--- config.mk ---
export PLATFORM = sky130hd
export DESIGN_NAME = serial_parity_rx
export DESIGN_NICKNAME = d
export VERILOG_FILES = /design/src/rtl/serial_parity_pkg.sv /design/src/rtl/serial_parity_rx_parity_acc.sv /design/src/rtl/serial_parity_rx.sv
export SDC_FILE = /design/constraint.sdc
export NUM_CORES = 1
export LEC_CHECK = 0
export CORE_ASPECT_RATIO = 1.1
export CORE_MARGIN = 4
export CORE_UTILIZATION = 45
export CTS_CLUSTER_DIAMETER = 120
export DETAILED_ROUTE_END_ITERATION = 10
export PLACE_DENSITY_LB_ADDON = 0.12
export SYNTH_ARGS = -nofsm -noshare
export SYNTH_HDL_FRONTEND = slang
export SYNTH_SLANG_ARGS = --single-unit
--- constraint.sdc ---
create_clock -name clk -period 2.4 [get_ports clk]
set_clock_uncertainty 0.1 [all_clocks]
set_input_delay 0.36 -clock clk [delete_from_list [all_inputs] [get_ports clk]]
set_output_delay 0.36 -clock clk [all_outputs]
set_load 0.1 [all_outputs]
--- src/rtl/serial_parity_pkg.sv ---
// ---------------------------------------------------------------------------
// serial_parity_pkg
// Shared definitions for the serial parity link (receiver and transmitter).
//
// Contents:
//   state_t        frame-level state encoding (IDLE, DATA, PARITY, STOP)
//   PARITY_EXPECT  required XOR of data bits + parity bit
//                  (0 = even parity, 1 = odd parity)
//   FRAME_OVH      non-data bits per frame (start + parity + stop)
//   frame_bits()   total consumed bits in one frame for a given data width
//
// Build option:
//   SERIAL_PARITY_RX_ODD_EN  defined -> odd parity, undefined -> even parity
// ---------------------------------------------------------------------------
package serial_parity_pkg;

    typedef enum logic [1:0] {
        IDLE   = 2'd0,
        DATA   = 2'd1,
        PARITY = 2'd2,
        STOP   = 2'd3
    } state_t;

`ifdef SERIAL_PARITY_RX_ODD_EN
    localparam logic PARITY_EXPECT = 1'b1;
`else
    localparam logic PARITY_EXPECT = 1'b0;
`endif

    localparam int FRAME_OVH = 3;

    function automatic int frame_bits(input int data_w);
        return data_w + FRAME_OVH;
    endfunction

endpackage

--- src/rtl/serial_parity_rx_parity_acc.sv ---
// ---------------------------------------------------------------------------
// parity_acc
// One-bit running XOR accumulator. A clear wins over an enable in the same
// cycle; with neither asserted the accumulator holds.
//
// Ports:
//   clk     in   rising-edge clock
//   rst_n   in   synchronous active-low reset (accumulator -> 0)
//   clr     in   clear accumulator to 0 on the next edge
//   en      in   fold bit_in into the accumulator on the next edge
//   bit_in  in   bit to accumulate
//   acc     out  current accumulator value
// ---------------------------------------------------------------------------
module parity_acc (
    input  logic clk,
    input  logic rst_n,
    input  logic clr,
    input  logic en,
    input  logic bit_in,
    output logic acc
);

    logic acc_q;
    logic acc_d;

    always_comb begin
        acc_d = acc_q;
        if (clr) begin
            acc_d = 1'b0;
        end else if (en) begin
            acc_d = acc_q ^ bit_in;
        end
    end

    always_ff @(posedge clk) begin
        if (!rst_n) begin
            acc_q <= 1'b0;
        end else begin
            acc_q <= acc_d;
        end
    end

    assign acc = acc_q;

endmodule

--- src/rtl/serial_parity_rx.sv ---
// ---------------------------------------------------------------------------
// serial_parity_rx
// Serial frame receiver: start bit (0), DATA_W data bits LSB first, one
// parity bit, stop bit (1). One bit is consumed per cycle with rx_valid=1;
// rx_valid=0 freezes the whole receiver, so gaps of any length are legal.
//
// Parameters:
//   DATA_W      data bits per frame (1..32)
//
// Ports:
//   clk         in   rising-edge clock
//   rst_n       in   synchronous active-low reset, priority over rx_valid
//   rx_bit      in   serial line bit
//   rx_valid    in   qualifies rx_bit
//   data_out    out  last good word, held until the next good frame
//   data_vld    out  1-cycle pulse after a frame with a good stop bit
//   parity_err  out  1-cycle pulse alongside data_vld on parity mismatch
//   frame_err   out  1-cycle pulse after a frame whose stop bit was 0
//   busy        out  high whenever the receiver is not in IDLE
//
// Build option:
//   SERIAL_PARITY_RX_ODD_EN  defined -> odd parity, undefined -> even parity
//
// State | Meaning
// ------+-----------------------------------------------------------------
// IDLE  | waiting for a consumed 0 (start bit); consumed 1s are ignored
// DATA  | shifting in data bits, counting up to DATA_W
// PARITY| folding the parity bit into the accumulator
// STOP  | checking the stop bit and publishing the word or a framing error
// ---------------------------------------------------------------------------
module serial_parity_rx #(
    parameter int DATA_W = 8
) (
    input  logic              clk,
    input  logic              rst_n,
    input  logic              rx_bit,
    input  logic              rx_valid,
    output logic [DATA_W-1:0] data_out,
    output logic              data_vld,
    output logic              parity_err,
    output logic              frame_err,
    output logic              busy
);

    import serial_parity_pkg::*;

    localparam int               CNT_W    = $clog2(DATA_W + 1);
    localparam logic [CNT_W-1:0] CNT_LAST = CNT_W'(DATA_W - 1);
    localparam logic [CNT_W-1:0] CNT_ONE  = CNT_W'(1);

    state_t              state_q, state_d;
    logic [CNT_W-1:0]    cnt_q, cnt_d;
    logic [DATA_W-1:0]   shift_q, shift_d;
    logic [DATA_W-1:0]   shift_in;
    logic [DATA_W-1:0]   data_q, data_d;
    logic                vld_q, vld_d;
    logic                perr_q, perr_d;
    logic                ferr_q, ferr_d;
    logic                acc_clr;
    logic                acc_en;
    logic                acc;

    // LSB-first reassembly: each new bit enters at the MSB, so after DATA_W
    // shifts the first bit received has reached bit 0.
    generate
        if (DATA_W == 1) begin : g_shift_1
            assign shift_in = rx_bit;
        end else begin : g_shift_n
            assign shift_in = {rx_bit, shift_q[DATA_W-1:1]};
        end
    endgenerate

    parity_acc u_parity_acc (
        .clk    (clk),
        .rst_n  (rst_n),
        .clr    (acc_clr),
        .en     (acc_en),
        .bit_in (rx_bit),
        .acc    (acc)
    );

    always_comb begin
        state_d = state_q;
        cnt_d   = cnt_q;
        shift_d = shift_q;
        data_d  = data_q;
        vld_d   = 1'b0;
        perr_d  = 1'b0;
        ferr_d  = 1'b0;
        acc_clr = 1'b0;
        acc_en  = 1'b0;

        if (rx_valid) begin
            case (state_q)
                IDLE: begin
                    if (!rx_bit) begin
                        state_d = DATA;
                        cnt_d   = '0;
                        acc_clr = 1'b1;
                    end
                end
                DATA: begin
                    shift_d = shift_in;
                    acc_en  = 1'b1;
                    cnt_d   = cnt_q + CNT_ONE;
                    if (cnt_q == CNT_LAST) begin
                        state_d = PARITY;
                    end
                end
                PARITY: begin
                    acc_en  = 1'b1;
                    state_d = STOP;
                end
                STOP: begin
                    if (rx_bit) begin
                        data_d = shift_q;
                        vld_d  = 1'b1;
                        perr_d = (acc != PARITY_EXPECT);
                    end else begin
                        // Bad stop bit: drop the word, report framing only.
                        ferr_d = 1'b1;
                    end
                    state_d = IDLE;
                end
                default: begin
                    state_d = IDLE;
                end
            endcase
        end
    end

    always_ff @(posedge clk) begin
        if (!rst_n) begin
            state_q <= IDLE;
            cnt_q   <= '0;
            shift_q <= '0;
            data_q  <= '0;
            vld_q   <= 1'b0;
            perr_q  <= 1'b0;
            ferr_q  <= 1'b0;
        end else begin
            state_q <= state_d;
            cnt_q   <= cnt_d;
            shift_q <= shift_d;
            data_q  <= data_d;
            vld_q   <= vld_d;
            perr_q  <= perr_d;
            ferr_q  <= ferr_d;
        end
    end

    assign data_out   = data_q;
    assign data_vld   = vld_q;
    assign parity_err = perr_q;
    assign frame_err  = ferr_q;
    assign busy       = (state_q != IDLE);

endmodule

# [Yosys cells after proc, flatten, opt, wreduce, memory -nomap -nowiden]
# Cells that the tools add are included.
[totals] ramBits=0 memories=0 latch_bits=0 word_cells=39 reg_bits=26 romBits=0 inputBits=4
[op_classes] n_reduce_logical=11 bitwise=2 div=0 mux=11 eq_ne=6 magnitude_cmp=0 n_mul=0 add_sub_neg=1 shift=0
[op_table] cell="3-bit AND reduction" n=4
[op_table] cell="2-bit case mux with 4 select lines" n=1
[op_table] cell="4-bit case mux with 2 select lines" n=1
[op_table] cell="1-bit two-way mux" n=6
[op_table] cell="4-bit by 1-bit adder with 4-bit output (second input constant)" n=1
[op_table] cell="2-bit == test (second input constant)" n=2
[op_table] cell="4-bit by 3-bit == test with 1-bit output (second input constant)" n=1
[op_table] cell="2-bit two-way mux" n=2
[op_table] cell="4-bit two-way mux" n=1
[op_table] cell="2-bit inequality test (second input constant)" n=2
[op_table] cell="4-bit AND reduction" n=1
[op_table] cell="2-bit nonzero test" n=2
[op_table] cell="2-bit OR reduction" n=2
[op_table] cell="2-bit by 1-bit == test with 1-bit output (second input constant)" n=1
[op_table] cell="2-bit logical NOT" n=1
[op_table] cell="2-bit AND reduction" n=1
[op_table] cell="1-bit inverter" n=1
[op_table] cell="1-bit XOR" n=1

# [Longest topological paths before layout]
# Gate-level depths: netlist of run 1.
[depth] depth_word=4 ltp_mapped=6

# [Modules after synthesis]
# Synthesis of run 1 repeated with hierarchy kept, for this count alone.
[hier_totals] hier_cells=128 area_unflattened_um2=1137.3
[by_module_without_submodules] mod="serial_parity_rx" instances=1 area_each_um2=1084.8 cells_each=123
[by_module_without_submodules] mod="parity_acc" instances=1 area_each_um2=52.6 cells_each=5

# [Worst setup path after synthesis of run 1]
# OpenSTA, ideal clock, no wires.
[synth_timing] kind="reg-to-output" startpoint="register state_q[0]" endpoint="output busy" arrival_ps=1302 path_buffers=0 stages_incl_launch_ff=4 path_slack_ps=638 required_time_ps=1940 path_cell_list="dfxtp_1 > inv_1 > ha_1 > inv_1"
[synth_between] elab_chain_cells=1
[synth_lines] item="start: declaration" line_no="serial_parity_rx.sv:51" rtl="state_t state_q, state_d;"
[synth_lines] item="start signal: assignment" line_no="serial_parity_rx.sv:142" rtl="state_q <= state_d;"
[synth_lines] item="2-bit nonzero test" line_no="serial_parity_rx.sv:156" rtl="assign busy = (state_q != IDLE);"
[synth_lines] item="end: declaration" line_no="serial_parity_rx.sv:42" rtl="output logic busy"
# No other way between the ends.

# [Worst setup path after layout of run 1]
# Ends and elaborated chain as after synthesis.

==> results of run 1 <==
[worst register-to-register path, delay by kind of cell (launching register included)]
family | cells | cell delay (ns)
simple gates | 2 | 0.33
xor+xnor | 1 | 0.17
flops | 1 | 0.37
fa+ha+maj | 1 | 0.46
compound gates | 1 | 0.12
buf+inv | 1 | 0.10
[sequential cells by signal, indices dropped and copies added (netlist names)]
signal and flops:
frame_err 1, data_vld 1, u_parity_acc.acc 1, shift_q 8
cnt_q 4, data_out 8, parity_err 1, state_q 2
[layout by cell type (no fill, tap or decap), types with 4 or more instances in the layout]
master	instances
sky130_fd_sc_hd__dfxtp_1	26
sky130_fd_sc_hd__nand2_1	24
sky130_fd_sc_hd__buf_4	13
sky130_fd_sc_hd__nand3_1	10
sky130_fd_sc_hd__nand2_2	9
sky130_fd_sc_hd__a21boi_1	9
sky130_fd_sc_hd__a21boi_2	8
sky130_fd_sc_hd__ha_1	6
sky130_fd_sc_hd__inv_1	4
[routing by layer]
layer,up-vias,global-route usage [%]
met1,422,15.2
li1,468,-
met2,11,21.0
met4,0,6.09
met3,5,2.48
met5,-,0
[through the flow]
step | util [%] | power [mW] | instances | cell area (um^2) | hold slack, ns
after floorplan | - | 0.576 | 130 | 1240 | 0.335
after global placement | 52.9 | 0.614 | 171 | 1360 | 0.351
after detailed placement | 52.9 | 0.615 | 171 | 1360 | 0.355
after CTS | 54.3 | 0.836 | 175 | 1400 | 0.374
after global routing | 54.3 | 0.871 | 175 | 1400 | 0.392
final | 54.3 | 0.828 | 175 | 1400 | 0.369
[cell type report]
type                            instances  area (um^2)  area share [%]
Multi-Input combinational cell         93          637            45.7
Sequential cell                        26          520            37.3
Timing Repair Buffer                   17          148            10.6
Tap cell                               31         38.8            2.78
Clock buffer                            4         36.3            2.60
Inverter                                4         15.0            1.08
[worst paths after layout]
path / endpoint / slack [ns]
worst max-delay path: busy / 0.49
worst min-delay path: data_out[0] / 0.37
worst max register to register: cnt_q[3] / 0.65
worst min register to register: data_out[0] / 0.37
[where the power goes]
| group | switching [mW] | internal [mW] |
|---|---|---|
| sequential | 0.00768 | 0.440 |
| combinational | 0.0987 | 0.0596 |
| clock | 0.129 | 0.0928 |
| total | 0.236 | 0.592 |
[logic make-up after synthesis]
logic type	count (synthesis)	share of synthesized area, %
xor+xnor	2	1.42
mux	3	2.43
simple gates	56	23.7
fa+ha+maj	6	6.07
buf+inv	11	6.38
flops	26	42.1
compound gates	26	17.9
==> out/metrics.sh, run 1 <==
FILLCELLCOUNT=258
SYNTH.NET_COUNT=140
CTS.PATH.MAX_BUFFERS=2
TRITONCTS='done'
ROUTE.VIAS.TOTAL=906
CRITICAL_PATH.CELL_CHAIN='inv_1, ha_1, inv_1, buf_12'
WORSTSETUPPATHDEPTH=4
HOLD_PATH_ORIGIN='shift_q[0]'
NETLIST.AREA_LEADER.SHARE_PCT=42.1
COUNT_OF_ANTENNA_VIOLATING_NETS_LEFT_AFTER_DETAILED_ROUTING=0
CRIT_PATH_START_KIND='register'
CLOCKROOTBUFFER='sky130_fd_sc_hd__clkbuf_4'
CTS-HTREE-LEVELS=1
CP_DATA_REQUIRED_TIME_NS=1.94
TOP_FANOUT_VALUE_ON_THE_CRITICAL_PATH=5
CRITPATHMAXSTAGEDELAY_NS=0.41
NUM_ANTENNA_CELLS=0
GRT_MAX_DEGREE=18
SYNTH_WARNINGS=0
CRITICAL_PATH.TOP_DELAY_FAMILY='buffers and inverters'
CRITICAL_PATH_DATA_ARRIVAL_TIME_NS=1.45
YOSYS_REGISTER_BITS=26
DETAIL_ROUTE.WIRELENGTH_UM=2130
AREA_GROWTH_PCT=12.9
GRT_SETUP_UNREPAIRED='false'
AVGROUTEDWIREPERCELL_UM=12.1
FIN_NETS=155
POWER.DENSITY_CELL_AREA_mW_PER_MM2=593
GLOBALROUTEOVERFLOWTOTAL=0
CP.BUFFERS_INVERTERS=3
TOP_LAYER_USED='met4'
FINAL-SETUP-VIOL-COUNT=0
NUM_CLOCK_SINKS=26
ACHIEVABLE-FREQUENCY_MHz=524
SYNTH-MAIN-FF-CELL='sky130_fd_sc_hd__dfxtp_1'
POST_CTS_BUFFERS=0
TIMING.HOLD.WORST.CLASS='reg -> reg'
FRACTION_OF_SYNTHESIS_FLOPS_USING_AN_ASYNCHRONOUS_SET_OR_RESET_PIN_PCT=0
AREA_OF_THE_DIE_MM2=0.00365
NUMCTSBUFFERS=3
MET2_WIRELENGTH_UM=1040
HORIZONTAL_DIE_DIMENSION_UM=58.0
VIAS_IN_THE_FIRST_GLOBAL_ROUTE=856
CRIT_PATH_START='state_q[0]'
MET3_LENGTH_UM=67
GP_ROUTABILITY_CONGESTION=0.756
CELLLEAKAGEPOWER_nW=0.538
SYNTHESIS.AREA_PER_INSTANCE_UM2=9.51
FINAL.MIN_CLOCK_PERIOD_NS=1.91
RUN_STATUS='completed'
VDD_DROP_MAX_V=0.000542
ENDPOINT_KIND='output pin'
FINAL_MIN_PERIOD_OVER_CLOCK_PERIOD_PCT=79.5
CRITPATHSLOWESTCELL='sky130_fd_sc_hd__dfxtp_1'
FINALSETUPTNS_NS=0
CORE_REGION_AREA_MM2=0.00257
SYNTHESIS.INSTANCES=130
CP_DOMINANT_CELL_BY_COUNT='sky130_fd_sc_hd__inv_1'
DRC_VIOLATION_COUNT_AFTER_ROUTING=0
ROUTED_VIAS_INST=5.18
FINAL_HOLD_VIOLATING_ENDPOINTS=0
DIE_Y_UM=63.0
GRT_UTIL_ALL_LAYERS_PCT=12.6
GRT_FIRST_PASS_WIRELENGTH_UM=3680
INSERTION_DELAY_NS=0.33
CRIT_PATH_CATEGORY='reg -> out'
SYNTH_EDF_COUNT=0
POST-ROUTE-WORST-SETUP-SLACK_NS=0.491
START_UTIL_PCT=48.1
R2R_CELLS=6
PRECTSSETUPSLACK_NS=0.450
HOLD-PATH-CELL-COUNT=2
MAXCAPVIOLATIONS=0
TIMING.RR.START='state_q[1]'
PORT_BUFFERS=15
NETLIST_AREA_MM2=0.00124
SYNTH.LIB_CELLS_USED.DISTINCT=29
CTS_RESIZED=0
CLK_PIN_SLEW_WORST_SETUP_HOLD_PATHS_NS=0.14
TIGHTEST_SLEW_NS=0.469
REPORT.FINAL.SLEW_VIOL_COUNT=0
DESIGN.PORTCOUNT=16
TIMING.MAX_SLEW.REL_SLACK_PCT=68.7
CTS_HOLD_REPAIR.BUFFERS=0
ANTENNA_FOUND_INITIAL=0
DRIVE_ABOVE_1_SHARE_PCT=27.8
ROWS=19
SEQUENTIAL_ELEMENT_SHARE_OF_THE_SYNTHESIZED_AREA_PCT=42.1
DRT_PASS1_ITERATIONS=4
DPL.HPWL_UM=1580
YOSYSMOSTFREQUENTCELL='sky130_fd_sc_hd__dfxtp_1'
WL_MET1_UM=968
YOSYS.AREA.TOP_TYPE='sky130_fd_sc_hd__dfxtp_1'
DRT_ITER0_MARKERS=11
YOSYS-TOP-CELLS-AREA='sky130_fd_sc_hd__dfxtp_1 42%, sky130_fd_sc_hd__a21boi_2 7.3%, sky130_fd_sc_hd__nand2_1 7.3%'
YOSYS-TOP-CELLS-COUNT='26 x sky130_fd_sc_hd__dfxtp_1, 24 x sky130_fd_sc_hd__nand2_1, 10 x sky130_fd_sc_hd__nand3_1'
Power figures use the tool's default switching activity.
==> run 2: changes to the inputs <==
==> constraint.sdc (replaced) <==
create_clock -name clk -period 1.75 [get_ports clk]
set_clock_uncertainty 0.1 [all_clocks]
set_input_delay 0.2625 -clock clk [delete_from_list [all_inputs] [get_ports clk]]
set_output_delay 0.2625 -clock clk [all_outputs]
set_load 0.1 [all_outputs]
==> run 2 against run 1 <==
  * Register-to-register slack worse by 0.39 ns
  * Core utilization grew 6.2 points
  * Hold slack worse by 0.0020 ns
  * Worst setup slack got worse by 0.37 ns
  * Routed wire length up 2.7%
  * Clock power up 9.9%
  * Non-clock buffer count up 4
==> out/metrics.sh, run 2 (synthesis results as in run 1) <==
RUN_STATUS='completed'
CP_DATA_REQUIRED_TIME_NS=1.39
CRIT_PATH_START_KIND='register'
CLOCKROOTBUFFER='sky130_fd_sc_hd__clkbuf_4'
FINALNONFILLERCELLS=178
CTS-HTREE-LEVELS=1
ACHIEVABLE-FREQUENCY_MHz=613
POST_CTS_BUFFERS=0
CRITICAL_PATH.TOP_DELAY_FAMILY='flip-flops'
WORST_HOLD_PATH_EP='data_out[0]'
DRIVE_ABOVE_1_SHARE_PCT=32.0
CRITPATHMAXSTAGEDELAY_NS=0.38
P_SWITCHING_mW=0.313
CRITICAL_PATH.CELL_CHAIN='inv_1, ha_2, inv_2, buf_12'
TIMING.MAX_SLEW.REL_SLACK_PCT=75.0
NUM_CLOCK_SINKS=26
FINAL-SETUP-VIOL-COUNT=0
ROUTED_VIAS_INST=5.20
ENDPOINT_KIND='output pin'
DESIGN.PORTCOUNT=16
HOLD-PATH-CELL-COUNT=2
VDD_DROP_MAX_V=0.000506
AVGROUTEDWIREPERCELL_UM=12.3
TIGHTEST_SLEW_NS=0.374
FINAL.MIN_CLOCK_PERIOD_NS=1.63
DPL.HPWL_UM=1630
TIMING.HOLD.WORST.CLASS='reg -> reg'
NUM_ANTENNA_CELLS=0
CP.BUFFERS_INVERTERS=3
HORIZONTAL_DIE_DIMENSION_UM=58.0
GP_ROUTABILITY_CONGESTION=0.798
FIN_NETS=159
CRITICAL_PATH_DATA_ARRIVAL_TIME_NS=1.27
AREA_GROWTH_PCT=25.7
NUMCTSBUFFERS=3
POWER_FRAC_CLOCK_PCT=22.3
GRT_MAX_DEGREE=28
TIMING.RR.START='state_q[1]'
PORT_BUFFERS=15
P_SEQ_SHARE_PCT=56.4
GRTUSAGEMET1_PCT=16.6
GROUTE.LAYER.MET3.USAGE_PCT=2.48
GRT_FIRST_PASS_WIRELENGTH_UM=4020
CELLLEAKAGEPOWER_nW=0.577
GLOBALROUTEOVERFLOWTOTAL=0
GRT_BUSIEST_LAYER='met2'
REPORT.FINAL.SLEW_VIOL_COUNT=0
VIAS_IN_THE_FIRST_GLOBAL_ROUTE=924
FF2FF_SETUP_SLACK_NS=0.26
HOLD_PATH_ORIGIN='shift_q[0]'
MET2_USAGE_PCT=23.3
ROUTE.VIAS.TOTAL=925
GRT_UTIL_ALL_LAYERS_PCT=13.8
PLACEDCELLCOUNT=175
CTS.PATH.MAX_BUFFERS=2
DRC_VIOLATION_COUNT_AFTER_ROUTING=0
GRT_SETUP_UNREPAIRED='false'
TOP_FANOUT_VALUE_ON_THE_CRITICAL_PATH=5
INSERTION_DELAY_NS=0.31
DRT_PASS1_ITERATIONS=4
CRIT_PATH_CATEGORY='reg -> out'
ANTENNA_FOUND_INITIAL=0
DIE_Y_UM=63.0
INTPOWER_mW=0.779
FILLCELLCOUNT=228
RR_ENDPOINT='state_q[0]'
AREA_OF_THE_DIE_MM2=0.00365
R2R_CELLS=6
CRITPATHSLOWESTCELL='sky130_fd_sc_hd__dfxtp_2'
CLK_PIN_SLEW_WORST_SETUP_HOLD_PATHS_NS=0.12
COUNT_OF_ANTENNA_VIOLATING_NETS_LEFT_AFTER_DETAILED_ROUTING=0
START_UTIL_PCT=48.1
FINAL_HOLD_VIOLATING_ENDPOINTS=0
POWER.DENSITY_CELL_AREA_mW_PER_MM2=703
DRT_ITER0_MARKERS=9
ROWS=19
CORE_REGION_AREA_MM2=0.00257
POWER.SHARE.SWITCHING_PCT=28.7
MOST_FREQUENT_CELLS_IN_THE_LAYOUT='24 x sky130_fd_sc_hd__nand2_1, 24 x sky130_fd_sc_hd__dfxtp_1, 12 x sky130_fd_sc_hd__buf_12'
FINALSETUPTNS_NS=0
DETAIL_ROUTE.WIRELENGTH_UM=2180
FINAL_MIN_PERIOD_OVER_CLOCK_PERIOD_PCT=93.3
COMBINATIONALPOWERSHARE_PCT=21.3
TRITONCTS='done'
MAXCAPVIOLATIONS=0
==> run 2: cell count changes in the layout (fill, tap and decap cells not counted), sizes merged <==
cell,delta
buf,+4
clkbuf,-1
==> run 2: cell type report <==
class	instances	area [um^2]	area share, %
Multi-Input combinational cell	93	639	41.1
Sequential cell	26	523	33.7
Timing Repair Buffer	21	315	20.3
Tap cell	31	38.8	2.50
Clock buffer	3	22.5	1.45
Inverter	4	15.0	0.966
==> run 2: timing repair <==
action,in CTS,in global routing
resized for setup,3,1
hold buffers,0,0
hold endpoints to repair,0,0
endpoints found under the setup margin,1,1
==> run 2: power by group through the flow <==
stage                     sequential, mW  combinational, mW  clock, mW
after global routing               0.618              0.255      0.282
after CTS                          0.616              0.232      0.262
after global placement             0.626              0.227          0
after floorplan                    0.626              0.164          0
final                              0.616              0.232      0.244
after detailed placement           0.627              0.229          0
==> run 2: metal layers <==
layer	part of all wire (%)	routed length (um)
met5	0	0
met2	50	1100
met3	2.6	57
met4	0.78	17
met1	46	1010
==> run 2: worst max-delay path by stage <==
stage               start           to  cells after the start
2_1_floorplan  state_q[0]     cnt_q[2]                      5
3_3_place_gp       rx_bit  data_out[7]                      4
3_5_place_dp       rx_bit     cnt_q[3]                      5
4_1_cts        state_q[0]         busy                      4
5_1_grt        state_q[0]         busy                      4
6_report       state_q[0]         busy                      4
==> run 2: metrics by stage <==
stage | worst slack [ns] | util [%] | hold slack, ns | power, mW | area (um^2)
after floorplan | 0.0415 | - | 0.312 | 0.789 | 1240
after global placement | 0.0677 | 59.5 | 0.349 | 0.853 | 1530
after detailed placement | 0.0509 | 59.5 | 0.353 | 0.856 | 1530
after CTS | 0.0203 | 60.4 | 0.371 | 1.11 | 1550
after global routing | 0.0384 | 60.5 | 0.383 | 1.16 | 1550
final | 0.117 | 60.5 | 0.367 | 1.09 | 1550
==> run 2: tightest hold or removal path: cells and delay by family, from the launching register on <==
| kind | cells | cell delay [ns] |
|---|---|---|
| AOI/OAI and AO/OA | 1 | 0.04 |
| DFF | 1 | 0.34 |
| and+or+nand+nor | 1 | 0.06 |
